### src/rtl/spram_arbiter.sv
// Round-robin arbiter sharing one single-port memory between two masters; zero-cycle grant path,
// responses routed back to the issuing master after MEM_LATENCY (0 or 1) cycles.
module spram_arbiter #(
    parameter int SIZE        = 1024,
    parameter int DATAW       = 32,
    parameter int MEM_LATENCY = 1,
    parameter int ADDRW       = $clog2(SIZE),
    parameter int MASKW       = DATAW / 8
) (
    input  logic             clk_i,
    input  logic             rst_i,
    input  logic [ADDRW-1:0] m0_addr_i,
    input  logic [DATAW-1:0] m0_data_i,
    input  logic [MASKW-1:0] m0_mask_i,
    input  logic             m0_we_i,
    input  logic             m0_valid_i,
    output logic             m0_ready_o,
    output logic [DATAW-1:0] m0_data_o,
    output logic             m0_resp_o,
    input  logic [ADDRW-1:0] m1_addr_i,
    input  logic [DATAW-1:0] m1_data_i,
    input  logic [MASKW-1:0] m1_mask_i,
    input  logic             m1_we_i,
    input  logic             m1_valid_i,
    output logic             m1_ready_o,
    output logic [DATAW-1:0] m1_data_o,
    output logic             m1_resp_o,
    output logic [ADDRW-1:0] mem_addr_o,
    output logic [DATAW-1:0] mem_data_o,
    output logic [MASKW-1:0] mem_mask_o,
    output logic             mem_we_o,
    output logic             mem_valid_o,
    input  logic [DATAW-1:0] mem_data_i,
    input  logic             mem_resp_i
);

    logic grant;
    logic any_vld;
    logic last_q, last_d;
    logic own_vld;
    logic own_id;

    always_comb begin
        if (m0_valid_i && m1_valid_i) begin
            grant = !last_q;
        end else begin
            grant = m1_valid_i;
        end
    end

    // Every valid cycle outside reset is a transfer: the granted master is always accepted.
    assign any_vld     = (m0_valid_i || m1_valid_i) && !rst_i;
    assign mem_valid_o = any_vld;
    assign m0_ready_o  = any_vld && !grant && m0_valid_i;
    assign m1_ready_o  = any_vld &&  grant && m1_valid_i;

    always_comb begin
        mem_addr_o = m0_addr_i;
        mem_data_o = m0_data_i;
        mem_mask_o = m0_mask_i;
        mem_we_o   = any_vld && m0_we_i;
        if (grant) begin
            mem_addr_o = m1_addr_i;
            mem_data_o = m1_data_i;
            mem_mask_o = m1_mask_i;
            mem_we_o   = any_vld && m1_we_i;
        end
    end

    assign last_d = any_vld ? grant : last_q;

    always_ff @(posedge clk_i) begin
        if (rst_i) begin
            last_q <= 1'b1;
        end else begin
            last_q <= last_d;
        end
    end

    generate
        if (MEM_LATENCY == 1) begin : g_own_reg
            logic own_vld_q, own_vld_d;
            logic own_id_q, own_id_d;

            assign own_vld_d = any_vld;
            assign own_id_d  = grant;

            always_ff @(posedge clk_i) begin
                if (rst_i) begin
                    own_vld_q <= 1'b0;
                    own_id_q  <= 1'b0;
                end else begin
                    own_vld_q <= own_vld_d;
                    own_id_q  <= own_id_d;
                end
            end

            assign own_vld = own_vld_q;
            assign own_id  = own_id_q;
        end else begin : g_own_comb
            assign own_vld = any_vld;
            assign own_id  = grant;
        end
    endgenerate

    // Gating with rst_i drops the response of an access that was in flight when reset hit.
    assign m0_resp_o = mem_resp_i && own_vld && !own_id && !rst_i;
    assign m1_resp_o = mem_resp_i && own_vld &&  own_id && !rst_i;
    assign m0_data_o = mem_data_i;
    assign m1_data_o = mem_data_i;

endmodule

### config.mk
export PLATFORM = sky130hd
export DESIGN_NAME = spram_arbiter
export DESIGN_NICKNAME = d
export VERILOG_FILES = /design/src/rtl/spram_arbiter.sv
export SDC_FILE = /design/constraint.sdc
export NUM_CORES = 1
export LEC_CHECK = 0
export ABC_AREA = 1
export CORE_AREA = 2 2 95 97
export CTS_BUF_LIST = sky130_fd_sc_hd__clkbuf_8
export DETAILED_ROUTE_END_ITERATION = 10
export DIE_AREA = 0 0 97 99
export GPL_TIMING_DRIVEN = 0
export SLEW_MARGIN = 20
export SYNTH_ARGS = -nofsm -noshare
export SYNTH_HDL_FRONTEND = slang
export SYNTH_SLANG_ARGS = --single-unit
### constraint.sdc
create_clock -name clk_i -period 1.5 [get_ports clk_i]
set_input_delay 0.3 -clock clk_i [delete_from_list [all_inputs] [get_ports clk_i]]
set_output_delay 0.3 -clock clk_i [all_outputs]
set_load 0.05 [all_outputs]
==> key figures, run 1 <==
Outcome
  – Status: complete, but fails checks
  – Failing checks: setup timing

Clocking
  – CTS Hold Buffers Added: 0
  – Clock latency on the worst-skew pair: roughly 220 ps
  – H-tree depth: 1
  – CTS Sinks: 3
  – TritonCTS clock tree: yes
  – Max Buffers Root-to-Sink: 2
  – Total CTS buffers: 3
  – Root buffer cell: clkbuf_8
  – Reg clk slew, reported paths: about 30 ps

Placed design
  – Placer Congestion: ~0.73
  – Detailed Place HPWL: approximately 5.9 mm
  – PortBufs: 214

Power
  – Tot Pwr: roughly 2.4 mW
  – Static Leak: 1.99 nW
  – Power per Cell Area: 580 nW/um2
  – Peak supply drop: between 0.5 and 0.6 mV

Worst setup path
  – Critical path, cell by cell: nand2_2 > nand2_4 > inv_4 > buf_12 > clkbuf_16 > nand2_2 > nand2_2 > buf_8
  – Worst R2R Path Depth: 4
  – WP data required: 1200 ps
  – Levels on crit path: 8
  – Worst setup EP type: output port
  – Type of origin of the critical path: register
  – CP max FO: 8
  – Worst Path Arrival: 1350 ps
  – Delay-heaviest family, CP: buffers and inverters
  – Worst path bufs/invs: 4
  – Crit path kind: register to output port
  – CP peak stage delay: 310 ps
  – Top cell by count, worst path: nand2_2
  – Slowest cell on the critical path: dfxtp_2

GRT
  – Vias in the first global route: between 2000 and 2500
  – Total Routing Usage GR: between 10% and 20%
  – Initial antenna violation count: 0
  – First-pass GRT wire length: approximately 11 mm
  – Gr ovfl total: 0
  – Pin count of the biggest net entering global routing: 11

Timing
  – Final min period: 1650 ps
  – Setup WS post-layout: -152 ps
  – Slew margin rel.: 64.9%
  – Endpoints failing setup: 47
  – Final Hold Viols: 0
  – Final hold slack: 337 ps
  – Max frequency: about 610 MHz
  – Slew Viols, Final: 0
  – Setup TNS: -5440 ps
  – RSZ-0062 raised after global routing: true
  – Final period utilization: 110%
  – Worst-Margin Slew: between 500 and 600 ps
  – Clk_skew: about 0.033 ps

Route
  – Drc violations: 0
  – WL/cell: about 13 um
  – Iter 0 DRT Violations: 20
  – First-pass DRT Iterations: 4
  – Routed WL: around 7.2 mm
  – Drt via density: roughly 3.8
  – Via count: between 2000 and 2500
  – Routed Antenna Nets: 0

Synthesis
  – Flops & latches, synth: 3
  – Synthesized area: ~1200 um2
  – Syn avg cell area: ~5.2 um2
  – Post-Syn Nets: 368
  – Yosys cell types: 12
  – Synth warn: 0
  – Register area share after synthesis: between 4 and 5%
  – Cell count after synthesis: about 240

Floorplanning
  – Starting Density: 14.4%
  – Core area: ~8600 um2
  – Die ar.: ~9600 um2
  – # IOs: 247
  – Die Wd: between 90 and 100 um
  – # rows: 34
  – Die span in y: between 90 and 100 um

Hold path
  – Worst min-delay path class: input port to register
  – Worst Hold Depth: 2

Cells and area
  – NumNets Final: a little under 600
  – Area Growth Syn to Fin: 230%
  – Diodes inserted: 0
  – Share of layout cells above drive strength 1: 44.3%

Run
  – Number of max-cap violations: 0
[worst register-to-register path, cell delays in order, from the launching register on]
cell and delay [ps]:
dfxtp_2 320, nand2_2 70, nand2_4 120, buf_2 230
o211ai_1 110
[cells in the mapped netlist]
cell type	instances	area share, %
nor2_1	6	1.8
inv_2	1	0.30
nand2_1	144	44
a21oi_1	1	0.40
dfxtp_1	3	4.9
buf_4	65	40
nand2_2	1	0.51
o211ai_1	1	0.61
buf_2	4	1.6
buf_6	5	4.6
inv_1	4	1.2
nand3_1	2	0.81
[path summary, 6_finish.rpt]
kind	start	end	slack [ps]
setup / recovery	last_q$_SDFFE_PP1P_	mem_data_o[27]	-150
hold / removal	m0_valid_i	last_q$_SDFFE_PP1P_	340
setup reg to reg	last_q$_SDFFE_PP1P_	last_q$_SDFFE_PP1P_	520
hold reg to reg	last_q$_SDFFE_PP1P_	last_q$_SDFFE_PP1P_	480
[area by class of cell]
cell class | count | area, um2
flip-flops and latches | 3 | 61.3
clock buffers | 3 | 41.3
clock inverters | 1 | 3.75
inverters | 5 | 21.3
fillers | 874 | 4480
multi-input cells | 155 | 785
repair buffers | 224 | 2430
well taps | 108 | 135
plain buffers | 74 | 598
[what timing repair did]
action / 4_1_cts / 5_1_grt
resized for setup: 399 / 68
cloned: 2 / 3
pin swaps: 8 / 24
endpoints found under the setup margin: 52 / 51
buffers inserted: 4 / 1
[registers in the layout, indices dropped and copies added, names as in the netlist]
name                 count
g_own_reg.own_id_q       1
g_own_reg.own_vld_q      1
last_q                   1
[logic make-up after synthesis]
logic type / synth area share (%)
buffers and inverters: 47.2
AOI/OAI and AO/OA: 1.01
DFF: 4.86
and+or+nand+nor: 46.9
[power breakdown]
group	switching [mW]	total (mW)	internal, mW
clock network	0.0554	0.230	0.174
logic	1.14	2.04	0.905
registers	0.00306	0.0894	0.0863
[placed cells by master, fill, tap and decap left out, types with 2 or more instances in the layout]
| cell | count |
|---|---|
| clkdlybuf4s50_1 | 159 |
| nand2_1 | 88 |
| buf_4 | 76 |
| nand2_2 | 51 |
| buf_8 | 30 |
| buf_6 | 20 |
| nand2_4 | 6 |
| inv_1 | 4 |
| buf_2 | 3 |
| nor2_2 | 3 |
| clkbuf_8 | 3 |
| clkbuf_16 | 3 |
| buf_12 | 2 |
| nand3_1 | 2 |
| nor2_4 | 2 |
| dfxtp_1 | 2 |
| clkbuf_2 | 2 |
[routing by layer]
layer | wire [um] | share of wire, % | vias to the layer above | global-route usage [%]
met3 | 705 | 9.8 | 2 | 4.11
met4 | 19 | 0.27 | 0 | 0.975
met1 | 2450 | 34 | 954 | 13.5
met5 | 0 | 0 | - | 0
met2 | 3990 | 56 | 131 | 27.1
li1 | - | - | 1095 | -
[through the flow]
step | std cells | cell area, um2 | utilization [%] | setup slack, ps
CTS | 569 | 3790 | 44.4 | -176
detailed placement | 559 | 3520 | 41.2 | -1180
finish | 573 | 4070 | 47.6 | -152
global placement | 559 | 3520 | 41.2 | -1160
floorplan | 237 | 1250 | - | -83.2
global route | 573 | 4070 | 47.6 | -214
Power figures use the tool's default switching activity.
==> run 2: changes to the inputs <==
CTS_BUF_LIST = sky130_fd_sc_hd__clkbuf_2 sky130_fd_sc_hd__clkbuf_4 sky130_fd_sc_hd__clkbuf_8   (was sky130_fd_sc_hd__clkbuf_8)
==> key figures, run 2 (synthesis results as in run 1) <==
Worst setup path
  – Type of origin of the critical path: register
  – WP data required: 1200 ps (about the same)
  – CP peak stage delay: 310 ps (about the same)
  – Worst Path Arrival: 1350 ps (about the same)
  – Crit path kind: register to output port
  – Worst setup EP type: output port
  – Top cell by count, worst path: nand2_2
  – Critical path, cell by cell: nand2_2 > nand2_4 > inv_4 > buf_12 > clkbuf_16 > nand2_2 > nand2_2 > buf_8
  – Slowest cell on the critical path: dfxtp_2
  – CP max FO: 8 (unchanged)

Cells and area
  – Share of layout cells above drive strength 1: 44.5% (+0.22 points)
  – Biggest regs: g_own_reg.own_id_q (1), g_own_reg.own_vld_q (1), last_q (1)
  – NumNets Final: 597 (unchanged)
  – Most common cell after layout, fill and taps aside: clkdlybuf4s50_1
  – Area Growth Syn to Fin: 230% (about the same)
  – Diodes inserted: 0 (unchanged)
  – Core Util, Final: 47.7% (about the same)
  – Layout Cells excl Fill: 573 (unchanged)
  – Most frequent cells in the layout: clkdlybuf4s50_1, nand2_1, buf_4, nand2_2, buf_8
  – Final instance area: 4080 um2 (about the same)

Floorplanning
  – Die span in y: 99 um (unchanged)
  – Core area: 8550 um2 (unchanged)
  – # IOs: 247 (unchanged)
  – # rows: 34 (unchanged)
  – Die ar.: 9600 um2 (unchanged)
  – Starting Density: 14.4% (unchanged)
  – Die Wd: 97 um (unchanged)

Hold path
  – Worst min-delay path class: input port to register

Timing
  – Slew Viols, Final: 0 (unchanged)
  – Max frequency: 605 MHz (unchanged)
  – Clk_skew: 0.0325 ps (unchanged)
  – Final period utilization: 110% (unchanged)
  – Final min period: 1650 ps (unchanged)
  – Setup WS post-layout: -152 ps (unchanged)
  – Setup TNS: -5440 ps (unchanged)
  – Final hold slack: 337 ps (unchanged)
  – Worst-Margin Slew: 525 ps (unchanged)
  – Final Hold Viols: 0 (unchanged)
  – Endpoints failing setup: 47 (unchanged)
  – RSZ-0062 raised after global routing: true
  – Slew margin rel.: 64.9% (unchanged)

GRT
  – First-pass GRT wire length: 10.6 mm (unchanged)
  – Pin count of the biggest net entering global routing: 11 (unchanged)
  – Initial antenna violation count: 0 (unchanged)
  – Total Routing Usage GR: 13.2% (unchanged)
  – Vias in the first global route: 2190 (unchanged)
  – Gr ovfl total: 0 (unchanged)

Route
  – First-pass DRT Iterations: 4 (unchanged)
  – Routed WL: 7.17 mm (about the same)
  – Iter 0 DRT Violations: 20 (unchanged)
  – Via count: 2182 (unchanged)
  – Routed Antenna Nets: 0 (unchanged)
  – Drc violations: 0 (unchanged)
  – Drt via density: 3.81 (unchanged)
  – WL/cell: 12.5 um (about the same)

Power
  – Static Leak: 1.99 nW (about the same)
  – Peak supply drop: 0.523 mV (+0.23%)
  – Comb power frac: 85.6% (-0.9 points)
  – Cell Int Power: 1.19 mW (+2.1%)
  – Part of the power in registers: 3.7% (about the same)
  – Tot Pwr: 2.39 mW (+1.0%)
  – Power per Cell Area: 586 nW/um2 (+0.95%)
  – Clock power frac: 10.7% (+1.0 points)
  – Switching pwr: 1.20 mW (about the same)
  – Switch share: 50.1% (-0.54 points)

Outcome
  – Status: complete, but fails checks
  – Failing checks: setup timing

Clocking
  – TritonCTS clock tree: yes
  – CTS Hold Buffers Added: 0 (unchanged)
  – H-tree depth: 1 (unchanged)
  – Total CTS buffers: 3 (unchanged)
  – Reg clk slew, reported paths: 30 ps (about the same)
  – Clock latency on the worst-skew pair: 220 ps (about the same)
  – Root buffer cell: clkbuf_8
  – CTS Sinks: 3 (unchanged)
  – Max Buffers Root-to-Sink: 2 (unchanged)

Placed design
  – Detailed Place HPWL: 5.92 mm (unchanged)
  – PortBufs: 214 (unchanged)
  – Placed insts: 559 (unchanged)
  – Dpl cell area: 3520 um2 (unchanged)
  – Dpl ws: -1180 ps (unchanged)
  – Placer Congestion: 0.731 (unchanged)

Run
  – Number of max-cap violations: 0 (unchanged)
[run 2: changes by cell type in the layout (fill, tap and decap cells not counted), sizes merged]
| cell | previous run | this run |
|---|---|---|
| clkbuf | 9 | 10 |
| inv | 6 | 5 |
[run 2: layout make-up]
class / count / area (um2)
inverter: 5 / 21.3
clock buffer: 4 / 48.8
timing repair buffer: 224 / 2430
sequential: 3 / 61.3
fill: 875 / 4470
tap: 108 / 135
multi-input combinational: 155 / 785
buffer: 74 / 598
[run 2: power by group through the flow]
stage	registers, mW	logic [mW]	clock network, mW
2_1_floorplan	0.0885	1.10	0
3_3_place_gp	0.0893	1.80	0
3_5_place_dp	0.0894	1.81	0
4_1_cts	0.0890	1.94	0.257
5_1_grt	0.0895	2.13	0.268
6_report	0.0894	2.04	0.254
[run 2: metal layers]
metal | wire (um) | part of all wire [%] | vias to the layer above | global-route usage (%)
met5 | 0 | 0 | - | 0
met4 | 19 | 0.27 | 0 | 0.975
met3 | 705 | 9.8 | 2 | 4.11
met2 | 3990 | 56 | 131 | 27.1
met1 | 2450 | 34 | 954 | 13.5
li1 | - | - | 1095 | -
[run 2: final timing paths]
path,start,to,slack (ps),depth (start not counted)
worst min register to register,last_q$_SDFFE_PP1P_,last_q$_SDFFE_PP1P_,480,2
worst max-delay path,last_q$_SDFFE_PP1P_,mem_data_o[27],-150,8
worst max register to register,last_q$_SDFFE_PP1P_,last_q$_SDFFE_PP1P_,520,4
worst min-delay path,m0_valid_i,last_q$_SDFFE_PP1P_,340,2
[run 2: worst max-delay path, delay by kind of cell (launching register included)]
kind	cells	cell delay (ps)
flip-flops	1	310
buffers and inverters	4	510
AND/OR/NAND/NOR	4	290
[run 2: what timing repair did]
item | CTS | global route
resized for setup | 399 | 68
pin swaps | 8 | 24
cloned | 2 | 3
endpoints found under the setup margin | 52 | 51
setup buffers | 4 | 1
==> run 3: changes to the inputs <==
clock period = 1.9 ns   (was 1.5 ns; I/O delays follow)
==> key figures, run 3 (synthesis results as in run 1) <==
Worst setup path
  – Crit path kind: input port to output port
  – WP data required: 1520 ps (+320 ps)
  – Slowest cell on the critical path: clkdlybuf4s50_1
  – Worst setup EP type: output port
  – Critical path, cell by cell: clkdlybuf4s50_1 > inv_2 > nand2_1 > nand2_2 > nand2_1 > nor2_2 > buf_6
  – Worst R2R Path Depth: 4 (unchanged)
  – CP max FO: 4 (-4)
  – Delay-heaviest family, CP: buffers and inverters
  – CP peak stage delay: 450 ps (+140 ps)
  – Top cell by count, worst path: nand2_1
  – Worst path bufs/invs: 3 (-1)
  – Levels on crit path: 7 (-1)
  – Type of origin of the critical path: input port
  – Worst Path Arrival: 1440 ps (+90 ps)

GRT
  – Total Routing Usage GR: 13.7% (+0.49 points)
  – Gr ovfl total: 0 (unchanged)
  – First-pass GRT wire length: 10.8 mm (+2.0%)
  – Initial antenna violation count: 0 (unchanged)
  – Vias in the first global route: 2131 (-2.7%)
  – Pin count of the biggest net entering global routing: 11 (unchanged)
  – Busiest grt layer: met2
  – Met2 Use GR: 26.0% (-1.1 points)
  – Met3 usage: 4.40% (+0.28 points)
  – Met1 usage: 15.4% (+1.8 points)

Placed design
  – PortBufs: 214 (unchanged)
  – Placer Congestion: 0.783 (+7.2%)
  – Dpl cell area: 3510 um2 (-0.28%)
  – Placed insts: 559 (unchanged)
  – Detailed Place HPWL: 6.09 mm (+2.9%)

Cells and area
  – Share of layout cells above drive strength 1: 31.2% (-13 points)
  – Multi-input gate area: 607 um2 (-23%)
  – Most frequent cells in the layout: clkdlybuf4s50_1, nand2_1, buf_4, buf_6, buf_2
  – Diodes inserted: 0 (unchanged)
  – Biggest regs: g_own_reg.own_id_q (1), g_own_reg.own_vld_q (1), last_q (1)
  – Area Growth Syn to Fin: 190%
  – Most common cell after layout, fill and taps aside: clkdlybuf4s50_1
  – Layout Cells excl Fill: 567 (-1.0%)
  – Final instance area: 3580 um2 (-12%)
  – Fillers: 924 (+5.6%)
  – Core Util, Final: 41.8% (-5.8 points)
  – FF/Latch Area: 60.1 um2 (-2.0%)
  – NumNets Final: 591 (-1.0%)

Power
  – Part of the power in registers: 4.1% (+0.4 points)
  – Power per Cell Area: 478 nW/um2 (-18%)
  – Cell Int Power: 823 uW (-31%)
  – Static Leak: 1.83 nW (-8.2%)
  – Clock power frac: 11.8% (+1.1 points)
  – Switch share: 51.9% (+1.7 points)
  – Tot Pwr: 1.71 mW (-28%)
  – Peak supply drop: 0.363 mV (-31%)
  – Switching pwr: 887 uW (-26%)
  – Comb power frac: 84.1% (-1.5 points)

Route
  – Routed Antenna Nets: 0 (unchanged)
  – Drc violations: 0 (unchanged)
  – Drt via density: 3.76 (-1.4%)
  – Iter 0 DRT Violations: 18 (-10%)
  – Routed WL: 7.04 mm (-1.7%)
  – Via count: 2130 (-2.4%)
  – WL/cell: 12.4 um (-0.70%)
  – First-pass DRT Iterations: 4 (unchanged)

Clocking
  – Root buffer cell: clkbuf_8
  – Total CTS buffers: 3 (unchanged)
  – Clock latency on the worst-skew pair: 220 ps (about the same)
  – CTS Hold Buffers Added: 0 (unchanged)
  – H-tree depth: 1 (unchanged)
  – Reg clk slew, reported paths: 30 ps (about the same)
  – TritonCTS clock tree: yes
  – Max Buffers Root-to-Sink: 2 (unchanged)
  – CTS Sinks: 3 (unchanged)

Floorplanning
  – Starting Density: 14.4% (unchanged)
  – Core area: 8550 um2 (unchanged)
  – Die ar.: 9600 um2 (unchanged)
  – # rows: 34 (unchanged)
  – Die Wd: 97 um (unchanged)
  – Die span in y: 99 um (unchanged)
  – # IOs: 247 (unchanged)

Timing
  – Final min period: between 1500 and 2000 ps
  – Setup TNS: 0 ps (+5440 ps)
  – Slew Viols, Final: 0 (unchanged)
  – Final period utilization: between 90% and 100%
  – Worst-Margin Slew: 518 ps (-7.01 ps)
  – Endpoints failing setup: 0 (-100%)
  – Final Hold Viols: 0 (unchanged)
  – Max frequency: between 500 and 600 MHz
  – Slew margin rel.: 65.4% (+0.47 points)
  – Clk_skew: 4.32 ps (+4.29 ps)

Hold path
  – Worst min-delay path class: input port to register
  – Worst Hold Depth: 3 (+1)

Outcome
  – Status: finished clean

Run
  – Number of max-cap violations: 0 (unchanged)
run 3: changes by cell type in the layout (fill, tap and decap cells not counted), sizes merged:
cell           delta
buf               -5
clkbuf            -2
clkdlybuf4s18     +1
clkdlybuf4s50     +1
dlygate4sd2       -1
run 3: path summary, 6_finish.rpt:
kind                                     startpoint                        endpoint  slack [ps]
worst min-delay path                     m0_valid_i  g_own_reg.own_vld_q$_SDFF_PP0_         450
worst max-delay path                          rst_i                        mem_we_o          80
worst max register to register  last_q$_SDFFE_PP1P_             last_q$_SDFFE_PP1P_         880
worst min register to register  last_q$_SDFFE_PP1P_             last_q$_SDFFE_PP1P_         500
run 3: final cells by class:
class	instances	area share, %
sequential	3	1.68
tap	108	3.78
multi-input combinational	155	17.0
timing repair buffer	218	59.3
buffer	74	16.3
clock buffer	4	1.36
inverter	5	0.594
run 3: timing repair:
action	CTS	global route
pin swaps	2	2
setup buffers	2	0
gates cloned	1	1
resized for setup	320	17
endpoints found under the setup margin	52	49
run 3: worst min-delay path, cell delays in order:
cell and delay (ps):
clkbuf_2 120, nand2_2 80, nand2_1 60
run 3: through the flow:
step                setup slack (ps)  hold slack [ps]
floorplan                       64.9              451
global placement                -945              463
detailed placement              -962              490
CTS                            0.102              506
global route                   -1.34              463
finish                          81.4              454
run 3: power by group through the flow:
stage               clock network (mW)  logic, mW  registers (mW)
floorplan                            0      0.862          0.0699
global placement                     0       1.42          0.0704
detailed placement                   0       1.43          0.0707
CTS                              0.207       1.44          0.0701
global route                     0.212       1.51          0.0704
finish                           0.201       1.44          0.0701
run 3: per-layer routing:
metal  part of all wire (%)  up-vias
met5                      0        -
met4                   0.11        0
met3                     11        2
met2                     51      135
met1                     37      908
li1                       -     1085
